--- config.mk ---
export PLATFORM = sky130hd
export DESIGN_NAME = rom_ddram_arbiter
export DESIGN_NICKNAME = d
export VERILOG_FILES = /design/src/rtl/rom_arb_pkg.sv /design/src/rtl/rom_line_cache.sv /design/src/rtl/rom_ddram_arbiter.sv
export SDC_FILE = /design/constraint.sdc
export NUM_CORES = 1
export LEC_CHECK = 0
export CAP_MARGIN = 30
export CORE_UTILIZATION = 43
export DETAILED_ROUTE_END_ITERATION = 16
export PLACE_DENSITY = 0.87
export SYNTH_ARGS = -nofsm -noshare
export SYNTH_HDL_FRONTEND = slang
export SYNTH_SLANG_ARGS = --single-unit
--- constraint.sdc ---
create_clock -name i_clk_sys -period 2.02 [get_ports i_clk_sys]
set_clock_uncertainty 0.1 [all_clocks]
set_input_delay 0.404 -clock i_clk_sys [delete_from_list [all_inputs] [get_ports i_clk_sys]]
set_output_delay 0.404 -clock i_clk_sys [all_outputs]
set_load 0.05 [all_outputs]
--- src/rtl/rom_arb_pkg.sv ---
// rtl/rom_arb_pkg.sv - shared types and default widths for the ROM ddram arbiter
package rom_arb_pkg;

  localparam int STARVE_MAX_DEF = 4;
  localparam int RD_AW_DEF      = 20;
  localparam int WR_AW_DEF      = 25;

  typedef enum logic [1:0] {
    ST_IDLE,
    ST_WR_WAIT,
    ST_RD_WAIT
  } arb_state_t;

  typedef enum logic [1:0] {
    OWN_LD,
    OWN_RD0,
    OWN_RD1
  } arb_owner_t;

endpackage

--- src/rtl/rom_line_cache.sv ---
// rtl/rom_line_cache.sv - single-line read cache: tag/data/valid with lookup, fill and invalidate
// Lookup is combinational so a hit can be answered on the grant edge.
module rom_line_cache #(
  parameter int RD_AW = 20
) (
  input  logic             i_clk,
  input  logic             i_rst_n,
  input  logic [RD_AW-1:0] i_lookup_addr,
  output logic             o_hit,
  output logic [63:0]      o_hit_data,
  input  logic             i_fill,
  input  logic [RD_AW-1:0] i_fill_addr,
  input  logic [63:0]      i_fill_data,
  input  logic             i_inval
);

  logic             r_valid;
  logic [RD_AW-1:0] r_tag;
  logic [63:0]      r_data;

  always_ff @(posedge i_clk or negedge i_rst_n) begin
    if (!i_rst_n) begin
      r_valid <= 1'b0;
      r_tag   <= '0;
      r_data  <= '0;
    end else if (i_inval) begin
      r_valid <= 1'b0;
    end else if (i_fill) begin
      r_valid <= 1'b1;
      r_tag   <= i_fill_addr;
      r_data  <= i_fill_data;
    end
  end

  assign o_hit      = r_valid && (r_tag == i_lookup_addr);
  assign o_hit_data = r_data;

endmodule

--- src/rtl/rom_ddram_arbiter.sv ---
// rtl/rom_ddram_arbiter.sv - serialises ROM loader writes and two read clients onto one toggle-handshake ddram port
// Define ROM_CACHE_EN to add a one-line read cache in front of the ddram read channel.
module rom_ddram_arbiter
  import rom_arb_pkg::*;
#(
  parameter int STARVE_MAX = STARVE_MAX_DEF,
  parameter int RD_AW      = RD_AW_DEF,
  parameter int WR_AW      = WR_AW_DEF
) (
  input  logic             i_clk_sys,
  input  logic             i_reset_n,
  input  logic [WR_AW-1:0] i_ld_addr,
  input  logic [15:0]      i_ld_data,
  input  logic             i_ld_req,
  output logic             o_ld_ack,
  input  logic [RD_AW-1:0] i_rd0_addr,
  input  logic             i_rd0_req,
  output logic             o_rd0_ack,
  output logic [63:0]      o_rd0_data,
  input  logic [RD_AW-1:0] i_rd1_addr,
  input  logic             i_rd1_req,
  output logic             o_rd1_ack,
  output logic [63:0]      o_rd1_data,
  output logic [WR_AW-1:0] o_dn_wraddr,
  output logic [15:0]      o_dn_din,
  output logic             o_dn_we_req,
  input  logic             i_dn_we_ack,
  output logic [RD_AW-1:0] o_dn_rdaddr,
  output logic             o_dn_rd_req,
  input  logic             i_dn_rd_ack,
  input  logic [63:0]      i_dn_dout
);

  localparam int            SW         = $clog2(STARVE_MAX + 1);
  localparam logic [SW-1:0] STARVE_LIM = SW'(STARVE_MAX);

  arb_state_t       r_state;
  arb_state_t       w_state_nx;
  arb_owner_t       r_owner;
  logic [SW-1:0]    r_starve;
  logic             r_ld_ack, r_rd0_ack, r_rd1_ack;
  logic [63:0]      r_rd0_data, r_rd1_data;
  logic [WR_AW-1:0] r_dn_wraddr;
  logic [15:0]      r_dn_din;
  logic             r_dn_we_req, r_dn_rd_req;
  logic [RD_AW-1:0] r_dn_rdaddr;

  logic             w_ld_pend, w_rd0_pend, w_rd1_pend;
  logic             w_we_done, w_rd_done;
  logic             w_grant;
  arb_owner_t       w_gown;
  logic [RD_AW-1:0] w_gaddr;
  logic             w_hit;
  logic [63:0]      w_hit_data;
  logic             w_idle_grant;
  logic             w_dlv_en;
  arb_owner_t       w_dlv_own;
  logic [63:0]      w_dlv_data;

  assign w_ld_pend  = i_ld_req  != r_ld_ack;
  assign w_rd0_pend = i_rd0_req != r_rd0_ack;
  assign w_rd1_pend = i_rd1_req != r_rd1_ack;
  assign w_we_done  = i_dn_we_ack == r_dn_we_req;
  assign w_rd_done  = i_dn_rd_ack == r_dn_rd_req;

  always_comb begin
    w_grant = 1'b0;
    w_gown  = OWN_LD;
    if (w_ld_pend) begin
      w_grant = 1'b1;
      w_gown  = OWN_LD;
    end else if (w_rd1_pend && (r_starve == STARVE_LIM)) begin
      w_grant = 1'b1;
      w_gown  = OWN_RD1;
    end else if (w_rd0_pend) begin
      w_grant = 1'b1;
      w_gown  = OWN_RD0;
    end else if (w_rd1_pend) begin
      w_grant = 1'b1;
      w_gown  = OWN_RD1;
    end
  end

  assign w_gaddr      = (w_gown == OWN_RD1) ? i_rd1_addr : i_rd0_addr;
  assign w_idle_grant = (r_state == ST_IDLE) && w_grant;

`ifdef ROM_CACHE_EN
  rom_line_cache #(
    .RD_AW(RD_AW)
  ) u_cache (
    .i_clk         (i_clk_sys),
    .i_rst_n       (i_reset_n),
    .i_lookup_addr (w_gaddr),
    .o_hit         (w_hit),
    .o_hit_data    (w_hit_data),
    .i_fill        ((r_state == ST_RD_WAIT) && w_rd_done),
    .i_fill_addr   (r_dn_rdaddr),
    .i_fill_data   (i_dn_dout),
    .i_inval       (w_idle_grant && (w_gown == OWN_LD))
  );
`else
  assign w_hit      = 1'b0;
  assign w_hit_data = '0;
`endif

  // Read data reaches a client either from a cache hit on the grant edge or from a completed DDR read.
  assign w_dlv_en   = (w_idle_grant && (w_gown != OWN_LD) && w_hit) ||
                      ((r_state == ST_RD_WAIT) && w_rd_done);
  assign w_dlv_own  = (r_state == ST_IDLE) ? w_gown : r_owner;
  assign w_dlv_data = (r_state == ST_IDLE) ? w_hit_data : i_dn_dout;

  always_comb begin
    w_state_nx = r_state;
    case (r_state)
      ST_IDLE: begin
        if (w_grant) begin
          if (w_gown == OWN_LD) w_state_nx = ST_WR_WAIT;
          else if (!w_hit)      w_state_nx = ST_RD_WAIT;
        end
      end
      ST_WR_WAIT: if (w_we_done) w_state_nx = ST_IDLE;
      ST_RD_WAIT: if (w_rd_done) w_state_nx = ST_IDLE;
      default:    w_state_nx = ST_IDLE;
    endcase
  end

  always_ff @(posedge i_clk_sys or negedge i_reset_n) begin
    if (!i_reset_n) r_state <= ST_IDLE;
    else            r_state <= w_state_nx;
  end

  always_ff @(posedge i_clk_sys or negedge i_reset_n) begin
    if (!i_reset_n) begin
      r_owner     <= OWN_LD;
      r_ld_ack    <= 1'b0;
      r_rd0_ack   <= 1'b0;
      r_rd1_ack   <= 1'b0;
      r_rd0_data  <= '0;
      r_rd1_data  <= '0;
      r_dn_wraddr <= '0;
      r_dn_din    <= '0;
      r_dn_we_req <= 1'b0;
      r_dn_rdaddr <= '0;
      r_dn_rd_req <= 1'b0;
    end else begin
      if (w_idle_grant) begin
        r_owner <= w_gown;
        if (w_gown == OWN_LD) begin
          r_dn_wraddr <= i_ld_addr;
          r_dn_din    <= i_ld_data;
          r_dn_we_req <= ~r_dn_we_req;
        end else if (!w_hit) begin
          r_dn_rdaddr <= w_gaddr;
          r_dn_rd_req <= ~r_dn_rd_req;
        end
      end
      if ((r_state == ST_WR_WAIT) && w_we_done) r_ld_ack <= ~r_ld_ack;
      if (w_dlv_en) begin
        if (w_dlv_own == OWN_RD1) begin
          r_rd1_data <= w_dlv_data;
          r_rd1_ack  <= ~r_rd1_ack;
        end else begin
          r_rd0_data <= w_dlv_data;
          r_rd0_ack  <= ~r_rd0_ack;
        end
      end
    end
  end

  // Counts port-0 wins over a waiting port 1; any port-1 grant or port 1 going idle resets it.
  always_ff @(posedge i_clk_sys or negedge i_reset_n) begin
    if (!i_reset_n) begin
      r_starve <= '0;
    end else if (!w_rd1_pend) begin
      r_starve <= '0;
    end else if (w_idle_grant) begin
      if (w_gown == OWN_RD1)
        r_starve <= '0;
      else if ((w_gown == OWN_RD0) && (r_starve != STARVE_LIM))
        r_starve <= r_starve + SW'(1);
    end
  end

  assign o_ld_ack    = r_ld_ack;
  assign o_rd0_ack   = r_rd0_ack;
  assign o_rd1_ack   = r_rd1_ack;
  assign o_rd0_data  = r_rd0_data;
  assign o_rd1_data  = r_rd1_data;
  assign o_dn_wraddr = r_dn_wraddr;
  assign o_dn_din    = r_dn_din;
  assign o_dn_we_req = r_dn_we_req;
  assign o_dn_rdaddr = r_dn_rdaddr;
  assign o_dn_rd_req = r_dn_rd_req;

endmodule

# Word-level counts from Yosys, hierarchy flattened

Index checks and enable logic that the tools add are counted.

Flip-flop bits (word level): 201
Input bits: 152
Output and inout port bits: 194
Logic and storage cells: 71

$add $sub $neg: 1
Equality and inequality tests: 17
Multiplexer cells: 20
Bitwise logic cells: 7
Reductions and logical operators: 13

Operators with widths:

| operator                                               | number |
|---|---|
| 2-to-1 mux 64 bit                                      | 1 |
| 2-to-1 mux 20 bit                                      | 1 |
| 2-to-1 mux 2 bit                                       | 9 |
| 2-to-1 mux 3 bit                                       | 4 |
| AND reduction 2 bit                                    | 5 |
| NOT 1 bit                                              | 7 |
| == test 2 bit (second input constant)                  | 3 |
| inequality test 2 bit (second input constant)          | 3 |
| case mux 2 bit (3 select lines)                        | 1 |
| logical AND 1 bit                                      | 5 |
| == test 2 x 1 -> 1 bit (second input constant)         | 2 |
| zero test 2 bit                                        | 2 |
| 2-to-1 mux 1 bit                                       | 4 |
| adder 3 x 1 -> 3 bit (second input constant)           | 1 |
| == test 3 bit (second input constant)                  | 1 |
| inequality test 1 bit                                  | 3 |
| inequality test 3 x 1 -> 1 bit (second input constant) | 1 |
| inequality test 3 bit (second input constant)          | 1 |
| AND reduction 3 bit                                    | 1 |
| == test 1 bit                                          | 2 |
| inequality test 2 x 1 -> 1 bit (second input constant) | 1 |

# Longest topological paths before layout

Depth in word-level cells: 11
Gate-level depth with buffers: 7
Depth with buffers taken out: 6

# Worst setup path after synthesis

No wires, ideal clock.

Path kind: reg-to-reg
From: reg r_dn_rd_req (netlist: o_dn_rd_req)
To: reg r_rd1_data[10] (netlist: o_rd1_data[10])
Setup time: 125 ps
Arrival time: 1857 ps
Data required time: 1795 ps
Slack: -61 ps
Cell stages (with the launch flop): 7
Path buffers: 2
Period minus slack after synthesis: 2081 ps
Cells stage by stage: dfrtp_1 -> xnor2_1 -> nand3b_1 -> nor3b_1 -> buf_4 -> buf_6 -> mux2_2

Longest elaborated chain between the ends: 3

Ends and longest elaborated chain:

| element                       | line                     | text |
|---|---|---|
| start: declaration            | rom_ddram_arbiter.sv:45  | `logic r_dn_we_req, r_dn_rd_req;` |
| start signal: assignment      | rom_ddram_arbiter.sv:154 | `r_dn_rd_req <= ~r_dn_rd_req;` |
| == test 1 bit                 | rom_ddram_arbiter.sv:64  | `assign w_rd_done = i_dn_rd_ack == r_dn_rd_req;` |
| logical AND 1 bit             | rom_ddram_arbiter.sv:108 | `((r_state == ST_RD_WAIT) && w_rd_done);` |
| AND reduction 2 bit (no line) | n/a                      |  |
| end signal: assignment        | rom_ddram_arbiter.sv:160 | `r_rd1_data <= w_dlv_data;` |
| end: declaration              | rom_ddram_arbiter.sv:42  | `logic [63:0] r_rd0_data, r_rd1_data;` |

No other way between the ends.
A chain may end at the register's enable or synchronous reset.

# Worst setup path in the final report

From: reg r_dn_rd_req (netlist: o_dn_rd_req)
To: reg r_rd0_data[12] (netlist: o_rd0_data[12])

Longest elaborated chain between the ends: 3

Ends and longest elaborated chain:

| element                       | line                     | text |
|---|---|---|
| == test 1 bit                 | rom_ddram_arbiter.sv:64  |  |
| logical AND 1 bit             | rom_ddram_arbiter.sv:108 |  |
| AND reduction 2 bit (no line) | n/a                      |  |
| end signal: assignment        | rom_ddram_arbiter.sv:163 | `r_rd0_data <= w_dlv_data;` |
| end: declaration              | rom_ddram_arbiter.sv:42  |  |

No other way between the ends.

==> impl_metrics.env <==
export IMPL_port_buffers=345
export IMPL_fmax_mhz=511
export IMPL_yosys_top_cells_count="201 x dfrtp_1, 170 x mux2_2, 64 x nor2b_1, 26 x nand2_1"
export IMPL_placed_cells=1146
export IMPL_async_reset_ff_frac=1.00
export IMPL_root_buffer="clkbuf_16"
export IMPL_mappedNetlistArea_um2=8280
export IMPL_slew_viol_final=0
export IMPL_r2r_start="o_dn_rd_req$_DFFE_PN0P_"
export IMPL_netlist_cell_type_count=31
export IMPL_syn_avg_cell_area_um2=14.5
export IMPL_grt_first_pass_wirelength_um=33700
export IMPL_maxCapViolations=0
export IMPL_initialDrtViolationCount=185
export IMPL_r2r_cells=7
export IMPL_antenna_cells=0
export IMPL_yosysTopAreaCell="dfrtp_1"
export IMPL_synth_edf_count=0
export IMPL_yosysMostFrequentCell="dfrtp_1"
export IMPL_overflow=0
export IMPL_synthToLayoutAreaGrowth_pct=52.4
export IMPL_power_switching_uw=10400
export IMPL_grt_pass1_vias=6265
export IMPL_syn_nets=725
export IMPL_cpPeakStageDelay_ps=440
export IMPL_reg2reg_slack_ps=60
export IMPL_drc=0
export IMPL_clock_sinks=201
export IMPL_synth_flop_cell="dfrtp_1"
export IMPL_powerDensity_nw_per_um2=1760
export IMPL_cp_start_kind="flop"
export IMPL_final_instance_count_excl_fill=1190
export IMPL_vias=5872
export IMPL_synth_top_area_share=0.608
export IMPL_drtAntennaViolNets=0
export IMPL_p_seq_frac=0.289
export IMPL_clock_latency_ps=500
export IMPL_start_util=0.441
export IMPL_n_fill_cell=1329
export IMPL_cts_tree="done"
export IMPL_final_util=0.672
export IMPL_io_pins=346
export IMPL_dieWidth_um=141
export IMPL_ys_seq_elements=201
export IMPL_gp_congestion=0.729
export IMPL_tightest_slew_ps=530
export IMPL_dr_pass1_iters=4
export IMPL_synth_seq_area_share=0.608
export IMPL_cp_slowest_cell="dfrtp_2"
export IMPL_multi_input_area_um2=3060
export IMPL_fin_crit_sh=0.969
export IMPL_grt_max_degree=47
export IMPL_finalHoldViolCount=0
export IMPL_synth_cells=571
export IMPL_path_class="reg -> reg"
export IMPL_hold_path_class="in -> async"
export IMPL_fp_row_count=50
export IMPL_max_vdd_ir_drop_mv=1.18
export IMPL_power_leakage_uw=0.00604
export IMPL_core_area_um2=18800
export IMPL_vias_per_cell=4.93
export IMPL_slew_headroom=0.648
export IMPL_cts_clk_slew_worst_paths_ps=60
export IMPL_grt_usage=0.216
export IMPL_routed_wl_um=21500
export IMPL_worstPathArrival_ps=2240
export IMPL_antenna_found_initial=0
export IMPL_die_area_um2=19800
export IMPL_finalCriticalPeriod_ps=1960
export IMPL_drive_gt1_frac=0.364
export IMPL_die_h_um=141
export IMPL_pwr_share_clk=0.170
export IMPL_hpwlAfterDp_um=15400
export IMPL_swShare=0.467
export IMPL_crit_required_ps=2300
export IMPL_crit_fanout=17
export IMPL_cts_max_path_buffers=3
export IMPL_setup_viol=0
export IMPL_path_cells="xnor2_2, nand3b_1, buf_4, a21oi_4, buf_12, clkbuf_16, mux2_2"
export IMPL_status="completed"
export IMPL_r2r_end="o_rd0_data[12]$_DFFE_PN0P_"
export IMPL_synth_area_top_cells="dfrtp_1 61%, mux2_2 23%, nor2b_1 4.8%"
export IMPL_fin_setup_tns_ps=0
export IMPL_nets=1095
export IMPL_internal_power_uw=11800
export IMPL_h_tree_depth=1
export IMPL_layout_area_seq_um2=5030
export IMPL_cts_buffers=22
export IMPL_ys_warnings_count=0
export IMPL_end_kind="flop"
export IMPL_wire_per_inst_um=18.1
export IMPL_combPwrFrac=0.541
==> worst max-delay path: cells and delay by family (launching register included) <==
family / cells / cell delay (ps)
multiplexers: 1 / 350
AND/OR/NAND/NOR: 1 / 140
XOR/XNOR: 1 / 180
flip-flops: 1 / 440
AO/OA/AOI/OAI: 1 / 130
buffers and inverters: 3 / 500
==> state kept, by name, summed over array words and instances, names as in the netlist <==
name / cells
r_state: 2
o_dn_rd_req: 1
o_dn_din: 16
o_rd1_data: 64
r_starve: 3
r_owner: 2
o_ld_ack: 1
o_rd0_ack: 1
o_dn_wraddr: 25
o_rd1_ack: 1
o_dn_rdaddr: 20
o_dn_we_req: 1
o_rd0_data: 64
==> logic make-up after synthesis <==
logic type,synth area share
compound gates,0.0216
xor+xnor,0.0154
fa+ha+maj,0.00302
buf+inv,0.0269
flops,0.608
mux,0.255
simple gates,0.0698
==> cell usage in the layout (no fill, tap or decap), types with 3 or more instances in the layout <==
cell type / Yosys / routed
dfrtp_1: 201 / 200
mux2_2: 170 / 170
clkdlybuf4s50_1: 0 / 150
buf_4: 10 / 116
dlygate4sd2_1: 0 / 94
nor2b_1: 64 / 64
nand2_1: 26 / 26
clkbuf_16: 0 / 24
mux2i_1: 20 / 20
o21ai_0: 20 / 20
buf_12: 0 / 13
clkbuf_8: 0 / 6
clkbuf_1: 10 / 5
clkinv_2: 0 / 5
xnor2_1: 5 / 4
xor2_1: 4 / 4
inv_1: 3 / 3
o21ai_1: 3 / 3
==> power groups by stage <==
| stage | clock network, uW | registers, uW | logic (uW) |
|---|---|---|---|
| after floorplan | 0 | 11600 | 3040 |
| after global placement | 0 | 6440 | 12300 |
| after detailed placement | 0 | 6510 | 12500 |
| after CTS | 3860 | 6430 | 12000 |
| after global routing | 4040 | 6620 | 12600 |
| final | 3770 | 6420 | 12000 |
==> metal layers <==
layer / vias to the layer above / wire length [um] / track usage / part of all wire
met5: - / 0 / 0 / 0
met4: 0 / 647 / 0.0801 / 0.030
met3: 44 / 1720 / 0.0560 / 0.080
met2: 255 / 10700 / 0.372 / 0.50
met1: 2861 / 8490 / 0.260 / 0.39
li1: 2712 / - / - / -
==> through the flow <==
step | total power [uW] | hold slack (ps) | setup WS, ps | area [um^2]
6_report | 22200 | 324 | 62.7 | 12600
5_1_grt | 23200 | 337 | -4.55 | 12600
4_1_cts | 22300 | 324 | 8.57 | 12500
3_5_place_dp | 19000 | 273 | -360 | 11900
3_3_place_gp | 18700 | 273 | -338 | 11900
2_1_floorplan | 14600 | 8.41 | 54.6 | 8280
==> area by class of cell <==
class / count / area share
sequential: 201 / 0.399
clock buffer: 32 / 0.0506
tap: 234 / 0.0232
clock inverter: 7 / 0.00387
multi-input combinational: 336 / 0.243
inverter: 3 / 0.000893
timing repair buffer: 377 / 0.280
==> worst max-delay path by stage <==
stage / from / end / slack (ps) / cells past startpoint
after floorplan: o_dn_rd_req$_DFFE_PN0P_ / o_rd1_data[10]$_DFFE_PN0P_ / 50 / 6
after global placement: i_dn_rd_ack / o_rd0_data[39]$_DFFE_PN0P_ / -340 / 7
after detailed placement: i_dn_rd_ack / o_rd1_data[61]$_DFFE_PN0P_ / -360 / 6
after CTS: o_dn_rd_req$_DFFE_PN0P_ / o_rd1_data[61]$_DFFE_PN0P_ / 9 / 5
after global routing: o_dn_rd_req$_DFFE_PN0P_ / o_rd1_data[27]$_DFFE_PN0P_ / -5 / 6
final: o_dn_rd_req$_DFFE_PN0P_ / o_rd0_data[12]$_DFFE_PN0P_ / 60 / 7
==> repair_timing <==
item | in CTS | in global routing
setup endpoints to repair | 94 | 132
gates cloned | 0 | 2
pin swaps | 0 | 1
resized for setup | 94 | 1
hold buffers | 1 | 0
hold endpoints to repair | 36 | 0
buffers inserted | 0 | 2
No activity file was read; power rests on OpenSTA's default activity.
